$ cat config.mk
export PLATFORM = sky130hd
export DESIGN_NAME = sdr_upload_streamer
export DESIGN_NICKNAME = d
export VERILOG_FILES = /design/src/rtl/sdr_upload_streamer_pkg.sv /design/src/rtl/sdr_upload_streamer_word_fifo.sv /design/src/rtl/sdr_upload_streamer.sv
export SDC_FILE = /design/constraint.sdc
export NUM_CORES = 1
export LEC_CHECK = 0
export ABC_AREA = 1
export BUFFER_PORTS_ARGS = -buffer_cell sky130_fd_sc_hd__buf_2
export CAP_MARGIN = 20
export CORE_ASPECT_RATIO = 0.8
export CORE_MARGIN = 1
export CORE_UTILIZATION = 55
export DETAILED_ROUTE_END_ITERATION = 16
export PLACE_DENSITY = 0.79
export SLEW_MARGIN = 10
export SYNTH_ARGS = -nofsm -noshare
export SYNTH_HDL_FRONTEND = slang
export SYNTH_HIERARCHICAL = 1
export SYNTH_SLANG_ARGS = --single-unit
$ cat constraint.sdc
create_clock -name CLK_32M -period 12.14 [get_ports CLK_32M]
set_input_delay 3.642 -clock CLK_32M [delete_from_list [all_inputs] [get_ports CLK_32M]]
set_output_delay 3.642 -clock CLK_32M [all_outputs]
set_load 0.005 [all_outputs]
$ cat src/rtl/sdr_upload_streamer_pkg.sv
// Shared types and constants for the SDRAM upload streamer.
package sdr_upload_streamer_pkg;

  localparam int UPL_FIFO_DEPTH = 2;

  typedef enum logic [1:0] {
    UPL_IDLE   = 2'd0,
    UPL_STREAM = 2'd1
  } upl_state_t;

  // Little-endian byte lane select: sel=0 -> low byte (even address), sel=1 -> high byte.
  function automatic logic [7:0] upl_pick_byte(input logic [15:0] word, input logic sel);
    return sel ? word[15:8] : word[7:0];
  endfunction

endpackage

$ cat src/rtl/sdr_upload_streamer_word_fifo.sv
// Two-entry 16-bit register FIFO holding SDRAM words waiting to be drained as bytes.
module upl_word_fifo
  import sdr_upload_streamer_pkg::*;
(
  input  logic        i_clk,
  input  logic        i_rst,
  input  logic        i_push,
  input  logic        i_pop,
  input  logic [15:0] i_data,
  output logic [1:0]  o_count,
  output logic [15:0] o_head
);

  logic [15:0] r_mem [0:UPL_FIFO_DEPTH-1];
  logic        r_wr_ptr;
  logic        r_rd_ptr;
  logic [1:0]  r_count;
  logic        w_do_push;
  logic        w_do_pop;

  // A push into a full FIFO is only legal when the head leaves on the same cycle.
  assign w_do_push = i_push && ((r_count != 2'd2) || i_pop);
  assign w_do_pop  = i_pop && (r_count != 2'd0);

  // Storage, pointers and occupancy; simultaneous push and pop keeps the count.
  always_ff @(posedge i_clk or posedge i_rst) begin
    if (i_rst) begin
      r_mem[0] <= 16'h0000;
      r_mem[1] <= 16'h0000;
      r_wr_ptr <= 1'b0;
      r_rd_ptr <= 1'b0;
      r_count  <= 2'd0;
    end else begin
      if (w_do_push) begin
        r_mem[r_wr_ptr] <= i_data;
        r_wr_ptr        <= ~r_wr_ptr;
      end
      if (w_do_pop) begin
        r_rd_ptr <= ~r_rd_ptr;
      end
      case ({w_do_push, w_do_pop})
        2'b10:   r_count <= r_count + 2'd1;
        2'b01:   r_count <= r_count - 2'd1;
        default: r_count <= r_count;
      endcase
    end
  end

  assign o_count = r_count;
  assign o_head  = r_mem[r_rd_ptr];

endmodule

$ cat src/rtl/sdr_upload_streamer.sv
// Streams a byte range out of SDRAM into the data_io upload interface.
module sdr_upload_streamer
  import sdr_upload_streamer_pkg::*;
#(
  parameter int ADDR_W = 25
) (
  input  logic              CLK_32M,
  input  logic              reset,
  input  logic              start,
  input  logic [ADDR_W-1:0] base_addr,
  input  logic [ADDR_W-1:0] length,
  output logic              busy,
  output logic              done,
  output logic              ioctl_upload,
  input  logic              ioctl_rd,
  output logic [7:0]        ioctl_din,
  output logic              ioctl_wait,
  output logic [ADDR_W-2:0] sdr_addr,
  output logic              sdr_req,
  input  logic              sdr_ack,
  input  logic [15:0]       sdr_data
);

  upl_state_t        r_state;
  upl_state_t        w_state_nxt;
  logic              r_busy;
  logic              r_done;
  logic              r_upload;
  logic              r_sdr_req;
  logic              r_outstanding;
  logic              r_byte_sel;
  logic [ADDR_W-2:0] r_sdr_addr;
  logic [ADDR_W-2:0] r_word_addr;
  logic [ADDR_W-1:0] r_words_left;
  logic [ADDR_W-1:0] r_bytes_left;

  logic              w_streaming;
  logic              w_len_zero;
  logic [ADDR_W-1:0] w_words_init;
  logic              w_ack_done;
  logic              w_issue;
  logic              w_rd_ok;
  logic              w_last;
  logic              w_pop;
  logic [1:0]        w_fifo_count;
  logic [15:0]       w_fifo_head;
  logic              w_fifo_empty;

  assign w_streaming  = (r_state == UPL_STREAM);
  assign w_len_zero   = (length == {ADDR_W{1'b0}});
  // (base[0] + len + 1) >> 1 without a carry bit: an odd start or odd length adds one word.
  assign w_words_init = {1'b0, length[ADDR_W-1:1]} + {{(ADDR_W-1){1'b0}}, (base_addr[0] | length[0])};
  assign w_fifo_empty = (w_fifo_count == 2'd0);
  assign w_ack_done   = w_streaming && r_outstanding && (sdr_ack == r_sdr_req);
  // Single outstanding request; with none in flight the slot check reduces to a free FIFO entry.
  assign w_issue      = w_streaming && !r_outstanding &&
                        (r_words_left != {ADDR_W{1'b0}}) && (w_fifo_count < 2'd2);
  assign w_rd_ok      = w_streaming && ioctl_rd && !w_fifo_empty;
  assign w_last       = w_rd_ok && (r_bytes_left == {{(ADDR_W-1){1'b0}}, 1'b1});
  assign w_pop        = w_rd_ok && (r_byte_sel || w_last);

  upl_word_fifo u_fifo (
    .i_clk   (CLK_32M),
    .i_rst   (reset),
    .i_push  (w_ack_done),
    .i_pop   (w_pop),
    .i_data  (sdr_data),
    .o_count (w_fifo_count),
    .o_head  (w_fifo_head)
  );

  // State register.
  always_ff @(posedge CLK_32M or posedge reset) begin
    if (reset) begin
      r_state <= UPL_IDLE;
    end else begin
      r_state <= w_state_nxt;
    end
  end

  // Next-state decode: enter STREAM on a non-empty start, leave on the last consumed byte.
  always_comb begin
    w_state_nxt = r_state;
    case (r_state)
      UPL_IDLE: begin
        if (start && !w_len_zero) begin
          w_state_nxt = UPL_STREAM;
        end else begin
          w_state_nxt = UPL_IDLE;
        end
      end
      UPL_STREAM: begin
        if (w_last) begin
          w_state_nxt = UPL_IDLE;
        end else begin
          w_state_nxt = UPL_STREAM;
        end
      end
      default: w_state_nxt = UPL_IDLE;
    endcase
  end

  // Counters, SDRAM handshake and status flags.
  always_ff @(posedge CLK_32M or posedge reset) begin
    if (reset) begin
      r_busy        <= 1'b0;
      r_done        <= 1'b0;
      r_upload      <= 1'b0;
      r_sdr_req     <= 1'b0;
      r_outstanding <= 1'b0;
      r_byte_sel    <= 1'b0;
      r_sdr_addr    <= {(ADDR_W-1){1'b0}};
      r_word_addr   <= {(ADDR_W-1){1'b0}};
      r_words_left  <= {ADDR_W{1'b0}};
      r_bytes_left  <= {ADDR_W{1'b0}};
    end else begin
      r_done <= 1'b0;
      if (r_state == UPL_IDLE) begin
        // Tracking ack swallows any request left in flight across reset.
        r_sdr_req     <= sdr_ack;
        r_outstanding <= 1'b0;
        if (start) begin
          if (w_len_zero) begin
            r_done <= 1'b1;
          end else begin
            r_word_addr  <= base_addr[ADDR_W-1:1];
            r_words_left <= w_words_init;
            r_bytes_left <= length;
            r_byte_sel   <= base_addr[0];
            r_busy       <= 1'b1;
            r_upload     <= 1'b1;
          end
        end
      end else begin
        if (w_issue) begin
          r_sdr_addr    <= r_word_addr;
          r_sdr_req     <= ~r_sdr_req;
          r_word_addr   <= r_word_addr + {{(ADDR_W-2){1'b0}}, 1'b1};
          r_words_left  <= r_words_left - {{(ADDR_W-1){1'b0}}, 1'b1};
          r_outstanding <= 1'b1;
        end else if (w_ack_done) begin
          r_outstanding <= 1'b0;
        end
        if (w_rd_ok) begin
          r_bytes_left <= r_bytes_left - {{(ADDR_W-1){1'b0}}, 1'b1};
          r_byte_sel   <= ~r_byte_sel;
        end
        if (w_last) begin
          r_busy   <= 1'b0;
          r_upload <= 1'b0;
          r_done   <= 1'b1;
        end
      end
    end
  end

  assign busy         = r_busy;
  assign done         = r_done;
  assign ioctl_upload = r_upload;
  assign sdr_req      = r_sdr_req;
  assign sdr_addr     = r_sdr_addr;
  assign ioctl_wait   = w_streaming && w_fifo_empty;
  assign ioctl_din    = (w_streaming && !w_fifo_empty) ? upl_pick_byte(w_fifo_head, r_byte_sel) : 8'h00;

endmodule

==> flow_summary.html <==
<table>
<tr><th>Metric</th><th>Value</th></tr>
<tr><th colspan="2">Synth</th></tr>
<tr><td>Mean instance size in the synthesized netlist</td><td>6.43 µm²</td></tr>
<tr><td>Part of the Yosys area used for sequential elements</td><td>37.5%</td></tr>
<tr><td>Register bit count reported by yosys</td><td>140</td></tr>
<tr><td>Count of distinct cell types in the synthesized netlist</td><td>35</td></tr>
<tr><td>Cell count after synthesis</td><td>1451</td></tr>
<tr><td>Number of warnings reported in the yosys synthesis log</td><td>6</td></tr>
<tr><td>Post-synthesis net count</td><td>1530</td></tr>
<tr><td>Post-Syn Area</td><td>0.00934 mm²</td></tr>
<tr><th colspan="2">Die</th></tr>
<tr><td>Initial Util</td><td>56.4%</td></tr>
<tr><td>Placeable Area</td><td>0.0166 mm²</td></tr>
<tr><td>Die area</td><td>0.0175 mm²</td></tr>
<tr><td>Ports placed on the boundary</td><td>108</td></tr>
<tr><td>Chip width</td><td>148 µm</td></tr>
<tr><td>DIE HEIGHT</td><td>119 µm</td></tr>
<tr><td>Row Count</td><td>42</td></tr>
<tr><th colspan="2">STA</th></tr>
<tr><td>Worst slew margin</td><td>43.2%</td></tr>
<tr><td>Maximum clock skew at final layout</td><td>0.00871 ns</td></tr>
<tr><td>Setup WS post-layout</td><td>5.94 ns</td></tr>
<tr><td>Post-layout minimum cycle time</td><td>6.20 ns</td></tr>
<tr><td>Tcrit/Tclk final</td><td>51.0%</td></tr>
<tr><td>Peak clock frequency supported by timing</td><td>161 MHz</td></tr>
<tr><td>Final number of max-transition violations</td><td>0</td></tr>
<tr><td>Slew of the pin with the lowest slew margin</td><td>0.852 ns</td></tr>
<tr><td>Setup TNS</td><td>0 ns</td></tr>
<tr><td>Count of final hold-check violations</td><td>0</td></tr>
<tr><td>Unrepaired setup endpoints after global routing</td><td>no</td></tr>
<tr><td>Count of final setup violators</td><td>0</td></tr>
<tr><th colspan="2">Worst setup path</th></tr>
<tr><td>Arrival time reported for the critical path endpoint</td><td>2.55 ns</td></tr>
<tr><td>Highest-delay cell along the critical path</td><td>sky130_fd_sc_hd__dfrtp_1</td></tr>
<tr><td>Startpoint of the worst register-to-register path</td><td>r_state[0]$_DFF_PP0_</td></tr>
<tr><td>Sort of element at the end of the critical path</td><td>output port</td></tr>
<tr><td>Internal reg-to-reg setup slack</td><td>8.84 ns</td></tr>
<tr><td>Crit path launch</td><td>u_fifo/r_rd_ptr$_DFFE_PP0P_</td></tr>
<tr><td>Critical path depth</td><td>8</td></tr>
<tr><td>Critical-path cell list</td><td>clkinv_1, nand2_1, nand2_1, nand2_1, nand2_1, nand2_1, inv_1, buf_2</td></tr>
<tr><td>CP most frequent cell</td><td>sky130_fd_sc_hd__nand2_1</td></tr>
<tr><td>Capture point of the worst reg-to-reg path</td><td>r_words_left[8]$_DFFE_PP0P_</td></tr>
<tr><td>Critical Path Fanout Max</td><td>17</td></tr>
<tr><td>Type of the worst setup path</td><td>reg2out</td></tr>
<tr><td>Critical path buffer and inverter count</td><td>3</td></tr>
<tr><td>Startpoint type of the worst setup path</td><td>flop</td></tr>
<tr><td>Biggest cell delay along the critical path</td><td>0.78 ns</td></tr>
<tr><td>Endpoint of the worst setup timing path</td><td>ioctl_din[0]</td></tr>
<tr><td>Cells on worst reg2reg path</td><td>8</td></tr>
<tr><td>Dominant delay contributor by cell family on the critical path</td><td>buffers and inverters</td></tr>
<tr><td>Data required, critical path</td><td>8.50 ns</td></tr>
<tr><th colspan="2">GRT</th></tr>
<tr><td>Pin count of the biggest net entering global routing</td><td>82</td></tr>
<tr><td>Global router's overall resource usage</td><td>30.7%</td></tr>
<tr><td>Wire length of the first global-routing pass</td><td>42800 µm</td></tr>
<tr><td>Number of global-route vias before repair</td><td>8714</td></tr>
<tr><td>Final global-route overflow total</td><td>0</td></tr>
<tr><td>Antenna violations before repair</td><td>0</td></tr>
<tr><th colspan="2">Power</th></tr>
<tr><td>Fraction of power consumed by sequential logic</td><td>32.2%</td></tr>
<tr><td>Power density cells</td><td>255 mW/mm²</td></tr>
<tr><td>Power share of the combinational group</td><td>47.2%</td></tr>
<tr><td>Max rail drop VDD</td><td>147 µV</td></tr>
<tr><td>Proportion of total power due to net switching</td><td>47.8%</td></tr>
<tr><td>Clk network pwr share</td><td>20.6%</td></tr>
<tr><td>Power Internal</td><td>1.40 mW</td></tr>
<tr><td>Switching power total</td><td>1.28 mW</td></tr>
<tr><td>Static Leakage</td><td>5.56 nW</td></tr>
<tr><th colspan="2">Clock network</th></tr>
<tr><td>Sinks on Clock Net</td><td>140</td></tr>
<tr><td>Deepest clock path buffer count</td><td>2</td></tr>
<tr><td>Clock transition at path regs</td><td>0.06 ns</td></tr>
<tr><td>Deepest level of the CTS H-tree</td><td>4</td></tr>
<tr><td>Quantity of gates resized following cts</td><td>0</td></tr>
<tr><td>Setup repair bufs after CTS</td><td>0</td></tr>
<tr><td>Clk Tree Root Cell</td><td>sky130_fd_sc_hd__clkbuf_16</td></tr>
<tr><td>Source-to-sink clock delay at the later pin of the worst-skew pair</td><td>0.44 ns</td></tr>
<tr><td>CTS tree</td><td>built</td></tr>
<tr><td>Number of hold buffers added after CTS</td><td>0</td></tr>
<tr><td>Number of CTS-inserted buffers</td><td>17</td></tr>
<tr><th colspan="2">Detailed routing</th></tr>
<tr><td>Routed wire length per instance</td><td>14.6 µm</td></tr>
<tr><td>Drt via density</td><td>5.51</td></tr>
<tr><td>DR vias</td><td>9694</td></tr>
<tr><td>Remaining antenna violation count after routing</td><td>0</td></tr>
<tr><td>Total detailed-routing wirelength</td><td>25800 µm</td></tr>
<tr><td>Detailed-router iteration count before antenna repair</td><td>6</td></tr>
<tr><td>DR DRC count</td><td>0</td></tr>
<tr><td>1st-iter DRT viols</td><td>1120</td></tr>
<tr><th colspan="2">Placed design</th></tr>
<tr><td>Post-Place Worst Slack</td><td>5.99 ns</td></tr>
<tr><td>Number of buffer cells added on primary ports</td><td>107</td></tr>
<tr><td>Placed wire-length estimate</td><td>17700 µm</td></tr>
<tr><td>Routability cong.</td><td>0.972</td></tr>
<tr><th colspan="2">Cells and area</th></tr>
<tr><td>Final Net Count</td><td>1606</td></tr>
<tr><td>Most used cells in the layout excluding fill and tap cells</td><td>sky130_fd_sc_hd__nand2_1, sky130_fd_sc_hd__nand3_1, sky130_fd_sc_hd__nor2_1, sky130_fd_sc_hd__dfrtp_1, sky130_fd_sc_hd__inv_1</td></tr>
<tr><td>Layout filler cell count</td><td>1576</td></tr>
<tr><td>Layout overhead on the synthesized area</td><td>12.4%</td></tr>
<tr><td>Fraction of layout instances using a drive strength above 1</td><td>11.6%</td></tr>
<tr><td>Number of antenna cells inserted</td><td>0</td></tr>
<tr><td>Most common cell after layout, fill and taps aside</td><td>sky130_fd_sc_hd__nand2_1</td></tr>
<tr><th colspan="2">Min path</th></tr>
<tr><td>Min-delay worst type</td><td>reg2reg</td></tr>
<tr><th colspan="2">Outcome</th></tr>
<tr><td>Outcome</td><td>finished clean</td></tr>
<tr><th colspan="2">Flow run</th></tr>
<tr><td>Number of maximum-capacitance violations</td><td>0</td></tr>
</table>
[layer usage]
layer | GRT usage [%] | up-vias | routed length (µm)
met1 | 45.6 | 4511 | 11900
met5 | 0 | - | 0
li1 | - | 4754 | -
met4 | 7.60 | 0 | 260
met2 | 44.7 | 400 | 11300
met3 | 7.34 | 29 | 2360
[cells in the mapped netlist]
library cell | instances | area share, %
sky130_fd_sc_hd__nand3_2 | 1 | 0.11
sky130_fd_sc_hd__and2_1 | 2 | 0.13
sky130_fd_sc_hd__nand4_1 | 51 | 3.4
sky130_fd_sc_hd__o211ai_1 | 1 | 0.080
sky130_fd_sc_hd__nand3_1 | 160 | 8.6
sky130_fd_sc_hd__nand3_4 | 3 | 0.56
sky130_fd_sc_hd__buf_6 | 6 | 0.72
sky130_fd_sc_hd__buf_2 | 23 | 1.2
sky130_fd_sc_hd__dfrtp_1 | 140 | 38
sky130_fd_sc_hd__buf_1 | 1 | 0.040
sky130_fd_sc_hd__o31ai_1 | 4 | 0.32
sky130_fd_sc_hd__clkinv_1 | 2 | 0.080
sky130_fd_sc_hd__inv_2 | 4 | 0.16
sky130_fd_sc_hd__nor3_2 | 1 | 0.11
sky130_fd_sc_hd__a31oi_1 | 1 | 0.067
sky130_fd_sc_hd__xor2_1 | 21 | 2.0
sky130_fd_sc_hd__o21ai_1 | 19 | 1.0
sky130_fd_sc_hd__nand2_1 | 574 | 23
sky130_fd_sc_hd__nand2_2 | 4 | 0.27
sky130_fd_sc_hd__buf_4 | 8 | 0.64
sky130_fd_sc_hd__nor2_4 | 1 | 0.12
sky130_fd_sc_hd__nand3b_1 | 4 | 0.32
sky130_fd_sc_hd__nor2_1 | 153 | 6.2
sky130_fd_sc_hd__nor3_1 | 2 | 0.11
sky130_fd_sc_hd__or2_2 | 11 | 0.74
sky130_fd_sc_hd__a21oi_1 | 8 | 0.43
sky130_fd_sc_hd__and3_1 | 1 | 0.067
sky130_fd_sc_hd__ha_1 | 8 | 1.1
sky130_fd_sc_hd__nor2_2 | 4 | 0.27
sky130_fd_sc_hd__xnor2_1 | 2 | 0.19
sky130_fd_sc_hd__clkbuf_1 | 18 | 0.72
sky130_fd_sc_hd__o21ai_0 | 76 | 4.1
sky130_fd_sc_hd__o21bai_1 | 1 | 0.080
sky130_fd_sc_hd__nand2_4 | 1 | 0.12
sky130_fd_sc_hd__inv_1 | 135 | 5.4
[through the flow]
step / utilization (%) / instance area, µm² / total power [mW] / instances / hold slack [ns]
4_1_cts: 63.4 / 10500 / 2.67 / 1760 / 0.474
2_1_floorplan: - / 9340 / 1.80 / 1451 / 0.442
5_1_grt: 63.4 / 10500 / 2.92 / 1760 / 0.494
3_3_place_gp: 59.7 / 9880 / 2.07 / 1728 / 0.451
3_5_place_dp: 59.7 / 9880 / 2.11 / 1728 / 0.458
6_report: 63.4 / 10500 / 2.68 / 1760 / 0.471
[how the worst min path moves through the flow]
stage / startpoint / end / slack (ns) / cells past startpoint
6_report: u_fifo/r_mem[23]$_DFFE_PP0P_ / u_fifo/r_mem[23]$_DFFE_PP0P_ / 0.47 / 2
5_1_grt: u_fifo/r_mem[16]$_DFFE_PP0P_ / u_fifo/r_mem[16]$_DFFE_PP0P_ / 0.49 / 2
4_1_cts: u_fifo/r_mem[4]$_DFFE_PP0P_ / u_fifo/r_mem[4]$_DFFE_PP0P_ / 0.47 / 2
3_5_place_dp: u_fifo/r_mem[4]$_DFFE_PP0P_ / u_fifo/r_mem[4]$_DFFE_PP0P_ / 0.46 / 2
3_3_place_gp: sdr_addr[14]$_DFFE_PP0P_ / sdr_addr[14]$_DFFE_PP0P_ / 0.45 / 2
2_1_floorplan: u_fifo/r_mem[0]$_DFFE_PP0P_ / u_fifo/r_mem[0]$_DFFE_PP0P_ / 0.44 / 2
[power by group through the flow]
stage               clock [mW]  combinational (mW)  sequential [mW]
floorplan                    0                1.01            0.794
global placement             0                1.21            0.855
detailed placement           0                1.25            0.859
CTS                      0.553                1.26            0.855
global route             0.577                1.45            0.889
finish                   0.551                1.26            0.863
[final cells by class]
class	instances	area, µm²	area share [%]
Clock buffer	18	439	4.18
Clock inverter	14	174	1.66
Inverter	141	532	5.07
Multi-Input combinational cell	1114	4990	47.6
Sequential cell	140	3500	33.4
Tap cell	220	275	2.62
Timing Repair Buffer	113	581	5.53
[flip-flops by register name, summed over array words and instances, names as in the netlist]
name / flops
u_fifo/r_mem: 32
r_bytes_left: 25
r_words_left: 25
r_word_addr: 24
sdr_addr: 24
u_fifo/o_count: 2
done: 1
ioctl_upload: 1
r_byte_sel: 1
r_outstanding: 1
r_state: 1
sdr_req: 1
u_fifo/r_rd_ptr: 1
u_fifo/r_wr_ptr: 1
[logic make-up after synthesis]
group / after synthesis / share of synthesized area, %
fa+ha+maj: 8 / 1.07
buf+inv: 197 / 9.03
flops: 140 / 37.5
compound gates: 110 / 6.07
xor+xnor: 23 / 2.16
simple gates: 973 / 44.1
[tightest hold or removal path: stages (launching register included)]
cell and delay (ns):
sky130_fd_sc_hd__dfrtp_1 0.34, sky130_fd_sc_hd__nand2_1 0.05, sky130_fd_sc_hd__nand2_1 0.04
No activity file was read; power rests on OpenSTA's default activity.
